### src/rtl/stream_pkg.sv
// Shared definitions for the raster stream blocks: coordinate widths,
// a constant log2 helper and the stream_source state encoding.
package stream_pkg;

   localparam int V_BITW = 10;
   localparam int H_BITW = 9;

   typedef enum logic [1:0] {
      IDLE  = 2'd0,
      PRIME = 2'd1,
      RUN   = 2'd2
   } state_t;

   // Ceiling log2, intended for constant (elaboration-time) expressions.
   function automatic int log2(input int value);
      int r;
      r = 0;
      for (int i = 0; i < 31; i++) begin
         if ((1 << i) < value) r = i + 1;
      end
      return r;
   endfunction

endpackage

### src/rtl/stream_fifo.sv
// Synchronous FIFO with a registered occupancy count and a combinational head.
// Pushes while full and pops while empty are ignored.
module stream_fifo
   import stream_pkg::*;
#(
   parameter int BIT_WIDTH = 8,
   parameter int DEPTH     = 16,
   localparam int ADDR_W   = log2(DEPTH),
   localparam int CNT_W    = ADDR_W + 1
) (
   input  logic                 clock,
   input  logic                 rst,
   input  logic                 i_push,
   input  logic                 i_pop,
   input  logic [BIT_WIDTH-1:0] i_data,
   output logic [BIT_WIDTH-1:0] o_data,
   output logic [CNT_W-1:0]     o_count,
   output logic                 o_full,
   output logic                 o_empty
);

   logic [BIT_WIDTH-1:0] r_mem [DEPTH];
   logic [ADDR_W-1:0]    r_wr_ptr;
   logic [ADDR_W-1:0]    r_rd_ptr;
   logic [CNT_W-1:0]     r_count;
   logic                 w_push;
   logic                 w_pop;

   assign o_full  = (r_count == CNT_W'(DEPTH));
   assign o_empty = (r_count == '0);
   assign w_push  = i_push & ~o_full;
   assign w_pop   = i_pop & ~o_empty;
   assign o_data  = r_mem[r_rd_ptr];
   assign o_count = r_count;

   // NOTE: storage has no reset; only pointers and count define what is valid.
   always_ff @(posedge clock) begin
      if (w_push) r_mem[r_wr_ptr] <= i_data;
   end

   always_ff @(posedge clock or posedge rst) begin
      if (rst) begin
         r_wr_ptr <= '0;
         r_rd_ptr <= '0;
         r_count  <= '0;
      end else begin
         if (w_push) r_wr_ptr <= r_wr_ptr + ADDR_W'(1);
         if (w_pop)  r_rd_ptr <= r_rd_ptr + ADDR_W'(1);
         if (w_push && !w_pop)      r_count <= r_count + CNT_W'(1);
         else if (w_pop && !w_push) r_count <= r_count - CNT_W'(1);
      end
   end

endmodule

### src/rtl/stream_source.sv
// Raster stream transmitter: buffers pushed pixels and emits (vcnt, hcnt, pixel)
// over the full frame including blanking, stepping only when enable is high.
module stream_source
   import stream_pkg::*;
#(
   parameter int BIT_WIDTH    = 8,
   parameter int IMAGE_HEIGHT = 240,
   parameter int IMAGE_WIDTH  = 320,
   parameter int FRAME_HEIGHT = 262,
   parameter int FRAME_WIDTH  = 400,
   parameter int FIFO_DEPTH   = 16,
   parameter int START_LEVEL  = 8
) (
   input  logic                 clock,
   input  logic                 rst,
   input  logic                 enable,
   input  logic                 run,
   input  logic                 in_valid,
   output logic                 in_ready,
   input  logic [BIT_WIDTH-1:0] in_pixel,
   output logic [BIT_WIDTH-1:0] out_pixel,
   output logic [V_BITW-1:0]    out_vcnt,
   output logic [H_BITW-1:0]    out_hcnt,
   output logic                 busy,
   output logic                 underflow
);

   localparam int CNT_W = log2(FIFO_DEPTH) + 1;
   localparam logic [V_BITW-1:0] V_LAST    = V_BITW'(FRAME_HEIGHT - 1);
   localparam logic [H_BITW-1:0] H_LAST    = H_BITW'(FRAME_WIDTH - 1);
   localparam logic [V_BITW-1:0] V_ACTIVE  = V_BITW'(IMAGE_HEIGHT);
   localparam logic [H_BITW-1:0] H_ACTIVE  = H_BITW'(IMAGE_WIDTH);
   localparam logic [CNT_W-1:0]  CNT_START = CNT_W'(START_LEVEL);

   state_t               r_state;
   logic [V_BITW-1:0]    r_vcnt;
   logic [H_BITW-1:0]    r_hcnt;
   logic [BIT_WIDTH-1:0] r_pixel;
   logic                 r_busy;
   logic                 r_underflow;

   logic                 w_push;
   logic                 w_pop;
   logic                 w_full;
   logic                 w_empty;
   logic [CNT_W-1:0]     w_count;
   logic [BIT_WIDTH-1:0] w_head;
   logic                 w_h_wrap;
   logic                 w_frame_end;
   logic                 w_step;
   logic                 w_active;
   logic [V_BITW-1:0]    w_next_v;
   logic [H_BITW-1:0]    w_next_h;

   assign in_ready    = ~w_full;
   assign w_push      = in_valid & in_ready;
   assign w_h_wrap    = (r_hcnt == H_LAST);
   assign w_frame_end = w_h_wrap && (r_vcnt == V_LAST);
   assign w_next_h    = w_h_wrap ? '0 : r_hcnt + H_BITW'(1);
   assign w_next_v    = !w_h_wrap ? r_vcnt :
                        (r_vcnt == V_LAST) ? '0 : r_vcnt + V_BITW'(1);
   // Idle and freshly primed both park at the frame-end coordinate, so the
   // first step after either one lands on (0,0).
   assign w_step      = (r_state == RUN) && enable && !(w_frame_end && !run);
   assign w_active    = (w_next_v < V_ACTIVE) && (w_next_h < H_ACTIVE);
   assign w_pop       = w_step && w_active && !w_empty;

   stream_fifo #(
      .BIT_WIDTH (BIT_WIDTH),
      .DEPTH     (FIFO_DEPTH)
   ) u_fifo (
      .clock   (clock),
      .rst     (rst),
      .i_push  (w_push),
      .i_pop   (w_pop),
      .i_data  (in_pixel),
      .o_data  (w_head),
      .o_count (w_count),
      .o_full  (w_full),
      .o_empty (w_empty)
   );

   always_ff @(posedge clock or posedge rst) begin
      if (rst) begin
         r_state     <= IDLE;
         r_vcnt      <= V_LAST;
         r_hcnt      <= H_LAST;
         r_pixel     <= '0;
         r_busy      <= 1'b0;
         r_underflow <= 1'b0;
      end else begin
         case (r_state)
            IDLE: begin
               if (run) begin
                  r_state     <= PRIME;
                  r_busy      <= 1'b1;
                  r_underflow <= 1'b0;
               end
            end
            PRIME: begin
               if (!run) begin
                  r_state <= IDLE;
                  r_busy  <= 1'b0;
               end else if (w_count >= CNT_START) begin
                  r_state <= RUN;
               end
            end
            RUN: begin
               if (w_frame_end && !run) begin
                  r_state <= IDLE;
                  r_busy  <= 1'b0;
               end else if (enable) begin
                  r_vcnt  <= w_next_v;
                  r_hcnt  <= w_next_h;
                  r_pixel <= w_pop ? w_head : '0;
                  // An empty FIFO never stalls the raster; it only flags the gap.
                  if (w_active && w_empty) r_underflow <= 1'b1;
               end
            end
            default: begin
               r_state <= IDLE;
               r_busy  <= 1'b0;
            end
         endcase
      end
   end

   assign out_pixel = r_pixel;
   assign out_vcnt  = r_vcnt;
   assign out_hcnt  = r_hcnt;
   assign busy      = r_busy;
   assign underflow = r_underflow;

endmodule

### config.mk
export PLATFORM = sky130hd
export DESIGN_NAME = stream_source
export DESIGN_NICKNAME = d
export VERILOG_FILES = /design/src/rtl/stream_pkg.sv /design/src/rtl/stream_fifo.sv /design/src/rtl/stream_source.sv
export SDC_FILE = /design/constraint.sdc
export NUM_CORES = 1
export LEC_CHECK = 0
export BUFFER_PORTS_ARGS = -buffer_cell sky130_fd_sc_hd__buf_2
export CAP_MARGIN = 40
export CORE_MARGIN = 8
export CORE_UTILIZATION = 50
export DETAILED_ROUTE_END_ITERATION = 7
export HOLD_SLACK_MARGIN = 0.08
export PLACE_DENSITY = 0.73
export SYNTH_ARGS = -nofsm -noshare
export SYNTH_HDL_FRONTEND = slang
export SYNTH_SLANG_ARGS = --single-unit
### constraint.sdc
create_clock -name clock -period 4.9 [get_ports clock]
set_input_delay 0.49 -clock clock [delete_from_list [all_inputs] [get_ports clock]]
set_output_delay 0.49 -clock clock [all_outputs]
set_load 0.005 [all_outputs]
==> run summary, run 1 <==
CP max stage cell: dfstp_2
gpl congestion: 0.8942
All-Layer GR Usage: 0.1771
Final HPWL DP: 10,380 um
Crit path arrival time: 4080 ps
Max VDD drop: 330.9 uV
Most used DFF post-synth: edfxtp_1
Setup crit start kind: flop
Hold-fix buffers, CTS: 1
PD cells: 543.0 nW/um^2
Final nets: 558
Internal: 3.125 mW
CTS sink cnt: 172
Mapped Avg Cell Area: 15.18 sq um
f_max: 265.4 MHz
global-route wire length before repair: 24,790 um
asr flop ratio synth: 0.2558
register bit total from synthesis: 172
effective utilization at floorplan: 0.5097
synthesized area: 7380 sq um
crit-path max cell delay: 580 ps
Worst-path clk slew: 60 ps
final worst-path cycle share: 0.7691
Placed Cells: 696
DRC: 0
H-Tree Depth: 4
Crit Path Max Fanout: 11
Die ar.: 18,900 sq um
final setup vio count: 0
RSZ-0062 raised after global routing: no
initial DRC count: 231
WS Path Type: flop to flop
layout cells sized above 1: 0.2404
largest net degree at the start of global routing: 35
synth top area cells: edfxtp_1, dfrtp_1, mux4_2
setup TNS: 0 ps
Post-DRT Antenna Nets: 0
Vias: 4,282
clock power share: 0.295
Synth area leader: edfxtp_1
fin. max-slew vios: 0
Most common cell on crit path: ha_1
Seq/Total Area, Yosys: 0.6716
fin crit period: 3768 ps
# rows: 44
Hold Vio Cnt, Final: 0
outcome: finished clean
Psw: 1.429 mW
wire length per cell: 21.36 um
Post-Syn Nets: 512
critical-path cell list: ha_1 -> nand4_1 -> nor4_1 -> xor2_1 -> a32oi_1 -> and2_4 -> inv_2 -> ha_1 -> inv_1 -> ha_1 -> a21o_1 -> a21oi_1 -> xnor2_1 -> nor2_1 -> xor2_1
Clock Latency Late Sink: 430 ps
Yosys cell types: 57
drt pass-1 iters: 5
Seq pwr share: 0.443
Hold WC Path Type: input pin to flop
Lkg Pwr: 3.048 nW
initial antenna violation count: 0
post-cts gate resize count: 0
Layout area overhead: 13.61%
# Max-Cap Violations: 0
n_diodes: 0
Slew HR: 0.4078
EDFF count, synth: 128
Vias/cell: 5.874
Port Buffers: 42
Synth Instances: 486
worst slew pin tran: 885.0 ps
most frequent cells in the layout: edfxtp_1, buf_2, nand2_1
total wire length: 15,570 um
total setup buffers inserted after CTS: 0
Synth Warn #: 0
Sw Share: 0.3138
Req. time, crit path: 5210 ps
CP Capture Type: flop
# fillers: 1,094
most common cell after layout, fill and taps aside: edfxtp_1
TritonCTS buffer count: 17
Max Root-Sink Buffers: 2
total core area: 14,480 sq um
I/O pins: 43
non-filler cells, final: 729
Clk Tree Root Cell: clkbuf_16
Comb pwr share: 0.261
share of the synthesized area in the top cell type: 0.5209
chip height: 137.5 um
Max Clock Skew: 7.709 ps
Die X: 137.5 um
TritonCTS clock tree: done
Overflow after GRT: 0
vias in the first global route: 4,500
==> layout make-up <==
cell class,count,area [sq um],share of cell area
timing repair buffer,51,292.8,0.03492
clock inverter,14,160.2,0.01910
clock buffer,18,429.2,0.05119
inverter,12,45.04,0.005372
sequential,172,4957,0.5913
tap,184,230.2,0.02746
multi-input combinational,278,2270,0.2707
==> power by group through the flow <==
stage,clock (mW),combinational (mW),sequential [mW]
after floorplan,0,0.934,1.92
after global placement,0,1.17,2.03
after detailed placement,0,1.20,2.05
after CTS,1.36,1.21,2.02
after global routing,1.41,1.31,2.06
final,1.34,1.19,2.02
==> cell usage after synthesis, types with 9 or more instances <==
cell      count
mux4_2       28
o21ai_1      13
nand3_1      11
clkbuf_1     13
nor2_1       24
dfrtp_1      35
o21ai_0      12
nor2b_1       9
mux2i_1       9
ha_1         12
a21oi_1      15
xnor2_1      10
nand2_1      36
dfstp_2       9
inv_1        11
edfxtp_1    128
==> sequential cells by signal, indices dropped and copies added (netlist names) <==
signal           cells
underflow            1
u_fifo.o_count       5
u_fifo.r_wr_ptr      4
u_fifo.r_mem       128
u_fifo.r_rd_ptr      4
r_state              2
out_vcnt            10
out_hcnt             9
busy                 1
out_pixel            8
==> per-stage QoR <==
| step | util | area (sq um) | setup WS (ps) | power (mW) | hold slack (ps) |
|---|---|---|---|---|---|
| global placement | 0.5363 | 7765 | 1344 | 3.195 | 472.0 |
| finish | 0.5791 | 8384 | 1132 | 4.553 | 424.9 |
| floorplan | - | 7380 | 1437 | 2.852 | 457.1 |
| CTS | 0.5791 | 8384 | 1173 | 4.595 | 407.9 |
| detailed placement | 0.5377 | 7785 | 1193 | 3.248 | 486.9 |
| global route | 0.5791 | 8384 | 931.3 | 4.776 | 427.6 |
==> worst paths after layout <==
check                       startpoint  slack [ps]  cells past startpoint                 to
setup / recovery           out_hcnt[0]        1130                     15  u_fifo.o_count[4]
min in group asynchronous          rst         580                      3  u_fifo.o_count[0]
setup reg to reg           out_hcnt[0]        1130                     15  u_fifo.o_count[4]
hold reg to reg            out_hcnt[8]         500                      2        out_hcnt[8]
max in group asynchronous          rst        3770                      4        out_hcnt[7]
hold / removal                     run         420                      3         r_state[0]
==> kinds of logic after synthesis <==
group                    count (synthesis)  share of synthesized area
AO/OA/AOI/OAI                           79                    0.06884
XOR/XNOR                                18                    0.02136
adder cells (fa/ha/maj)                 13                    0.02306
buffers and inverters                   36                    0.02085
flip-flops                             172                     0.6716
multiplexers                            44                     0.1083
AND/OR/NAND/NOR                        124                    0.08596
==> per-layer routing <==
layer,GRT usage,share of wire,up-vias
met1,0.2045,0.39,2166
li1,-,-,1964
met5,0,0,-
met4,0.07182,0.021,0
met2,0.3105,0.53,126
met3,0.04194,0.060,26
==> critical path: cells and delay by family, from the launching register on <==
kind	cells	cell delay [ps]
simple gates	4	1040
fa+ha+maj	3	760
compound gates	3	700
flops	1	580
xor+xnor	3	410
buf+inv	2	170
(Power assumes the default switching activity.)
==> run 2, diff against run 1 <==
Clock period 4.9 ns to 3.8 ns, I/O delays scaled along.
==> run 2 against run 1 <==
Effect of this change: combinational power increased by 26%; clock skew grew 4.5 ps; via count shrank 0.68%; non-clock buffer count rose by 8; clock power increased by 23%; critical path depth stayed put; register-to-register slack got worse by 870 ps; die area unchanged; cell count is 1.1% higher; critical path type unchanged; largest power group unchanged; highest routed layer unchanged.
==> run summary, run 2 (synthesis results as in run 1) <==
CP bufs+invs: 2 (unchanged)
Most common cell on crit path: ha_1 (unchanged)
gpl congestion: 0.9083 (was 0.8942)
met2 usage: 0.2849 (was 0.3105)
Internal: 3.971 mW (was 3.125 mW)
Slew HR: 0.4127 (was 0.4078)
Max Root-Sink Buffers: 2 (unchanged)
vias in the first global route: 4,407 (was 4,500)
Max VDD drop: 475.3 uV (was 330.9 uV)
Vias/cell: 5.771 (was 5.874)
Crit Path Max Fanout: 6 (was 11)
Post-DRT Antenna Nets: 0 (unchanged)
met1 Use GR: 0.2116 (was 0.2045)
Overflow after GRT: 0 (unchanged)
drt pass-1 iters: 4 (was 5)
Setup crit start kind: flop (unchanged)
Clk Tree Root Cell: clkbuf_16 (unchanged)
busiest grt layer: met2 (unchanged)
final worst-path cycle share: 0.9322 (was 0.7691)
largest net degree at the start of global routing: 29 (was 35)
Biggest register: u_fifo.r_mem (unchanged)
Seq pwr share: 0.457 (was 0.443)
TritonCTS clock tree: done (unchanged)
Worst R2R Start: out_hcnt[0] (unchanged)
TritonCTS buffer count: 17 (unchanged)
total wire length: 15,350 um (was 15,570 um)
Worst-path clk slew: 70 ps (was 60 ps)
Comb pwr share: 0.258 (was 0.261)
Final HPWL DP: 10,390 um (was 10,380 um)
setup TNS: 0 ps (unchanged)
Sw Share: 0.3151 (was 0.3138)
crit-path max cell delay: 580 ps (about the same)
critical-path cell list: ha_1 -> and4_1 -> nand4_1 -> o21a_1 -> a211oi_1 -> and2_4 -> inv_2 -> ha_1 -> inv_1 -> ha_1 -> a21o_1 -> a21oi_1 -> xnor2_1 -> nor2_1 -> xor2_1 (was ha_1 -> nand4_1 -> nor4_1 -> xor2_1 -> a32oi_1 -> and2_4 -> inv_2 -> ha_1 -> inv_1 -> ha_1 -> a21o_1 -> a21oi_1 -> xnor2_1 -> nor2_1 -> xor2_1)
Die ar.: 18,900 sq um (unchanged)
total core area: 14,480 sq um (unchanged)
CP max stage cell: dfstp_2 (unchanged)
I/O pins: 43 (unchanged)
Final nets: 566 (was 558)
R2R Setup Slk: 260 ps (was 1130 ps)
f_max: 282.3 MHz (was 265.4 MHz)
All-Layer GR Usage: 0.1738 (was 0.1771)
chip height: 137.5 um (unchanged)
Max Clock Skew: 12.25 ps (was 7.709 ps)
Worst Hold Endpoint: r_state[0] (unchanged)
most common cell after layout, fill and taps aside: edfxtp_1 (unchanged)
Lkg Pwr: 3.076 nW (was 3.048 nW)
Hold Vio Cnt, Final: 0 (unchanged)
final worst slack: 257.8 ps (was 1132 ps)
Vias: 4,253 (was 4,282)
n_diodes: 0 (unchanged)
# Max-Cap Violations: 0 (unchanged)
WHS Path Cells: 3 (unchanged)
initial DRC count: 250 (was 231)
global-route wire length before repair: 24,180 um (was 24,790 um)
fin crit period: 3542 ps (was 3768 ps)
final setup vio count: 0 (unchanged)
fin. max-slew vios: 0 (unchanged)
PD cells: 688.7 nW/um^2 (was 543.0 nW/um^2)
Port Buffers: 42 (unchanged)
initial antenna violation count: 0 (unchanged)
outcome: finished clean (unchanged)
Die X: 137.5 um (unchanged)
worst slew pin tran: 877.7 ps (was 885.0 ps)
RR Endpoint: u_fifo.o_count[4] (unchanged)
Clock Latency Late Sink: 430 ps (about the same)
RSZ-0062 raised after global routing: no (unchanged)
Req. time, crit path: 4120 ps (was 5210 ps)
max FFs per register: 128 (unchanged)
Crit path arrival time: 3860 ps (was 4080 ps)
met3 Track Usage GR: 0.04340 (was 0.04194)
Hold WC Path Type: input pin to flop (unchanged)
cell family with most CP delay: compound AO/OA/AOI/OAI gates (was simple AND/OR/NAND/NOR gates)
worst-case reg-to-reg path depth: 15 (unchanged)
hold path startpoint: run (unchanged)
Core Util, Final: 0.5814 (was 0.5791)
Hold WS: 306.4 ps (was 424.9 ps)
wire length per cell: 20.83 um (was 21.36 um)
effective utilization at floorplan: 0.5097 (unchanged)
clock power share: 0.284 (was 0.295)
most frequent cells in the layout: edfxtp_1, buf_2, nand2_1 (unchanged)
WS Path Type: flop to flop (unchanged)
Layout area overhead: 14.07% (was 13.61%)
H-Tree Depth: 4 (unchanged)
DRC: 0 (unchanged)
Psw: 1.827 mW (was 1.429 mW)
layout cells sized above 1: 0.2495 (was 0.2404)
CP Capture Type: flop (unchanged)
# rows: 44 (unchanged)
CTS sink cnt: 172 (unchanged)
pre-CTS setup slack: 229.0 ps (was 1193 ps)
==> run 2: worst max-delay path by stage <==
stage	slack [ps]	end	start	cells past startpoint
6_report	260	u_fifo.o_count[4]	out_hcnt[0]	15
5_1_grt	6	u_fifo.o_count[4]	out_hcnt[0]	15
4_1_cts	220	u_fifo.o_count[4]	out_hcnt[0]	15
3_5_place_dp	230	u_fifo.o_count[4]	out_hcnt[0]	15
3_3_place_gp	440	u_fifo.o_count[4]	out_hcnt[8]	14
2_1_floorplan	340	u_fifo.o_count[4]	out_hcnt[4]	16
==> run 2: worst min-delay path: stages <==
cell and delay, ps:
buf_2 130, nand2b_1 130, nor2b_1 60
==> run 2: layer usage <==
| metal | part of all wire | wire length (um) |
|---|---|---|
| met5 | 0 | 0 |
| met3 | 0.060 | 928 |
| met2 | 0.50 | 7722 |
| met1 | 0.41 | 6322 |
| met4 | 0.025 | 377 |
==> run 2: timing repair <==
item                      in CTS  in global routing
hold buffers                   1                  0
gates resized for setup        0                  0
hold endpoints to repair      13                  0
setup buffers                  0                  0
==> run 2: stage by stage <==
step / cells / cell area (sq um) / power (mW)
floorplan: 486 / 7380 / 3.677
global route: 737 / 8418 / 6.110
finish: 737 / 8418 / 5.798
CTS: 737 / 8418 / 5.861
global placement: 702 / 7818 / 4.139
detailed placement: 704 / 7845 / 4.204
==> run 2: cell type report <==
type / count / area [sq um]
clock inverter: 15 / 137.6
inverter: 12 / 45.04
timing repair buffer: 59 / 352.8
multi-input combinational: 278 / 2270
clock buffer: 17 / 425.4
sequential: 172 / 4957
tap: 184 / 230.2
fill: 1123 / 6061
==> run 2: power by group through the flow <==
| stage | Sequential, mW | Clock, mW | Combinational, mW |
|---|---|---|---|
| after floorplan | 2.47 | 0 | 1.20 |
| after global placement | 2.67 | 0 | 1.47 |
| after detailed placement | 2.69 | 0 | 1.51 |
| after CTS | 2.66 | 1.68 | 1.52 |
| after global routing | 2.70 | 1.76 | 1.65 |
| final | 2.65 | 1.65 | 1.50 |
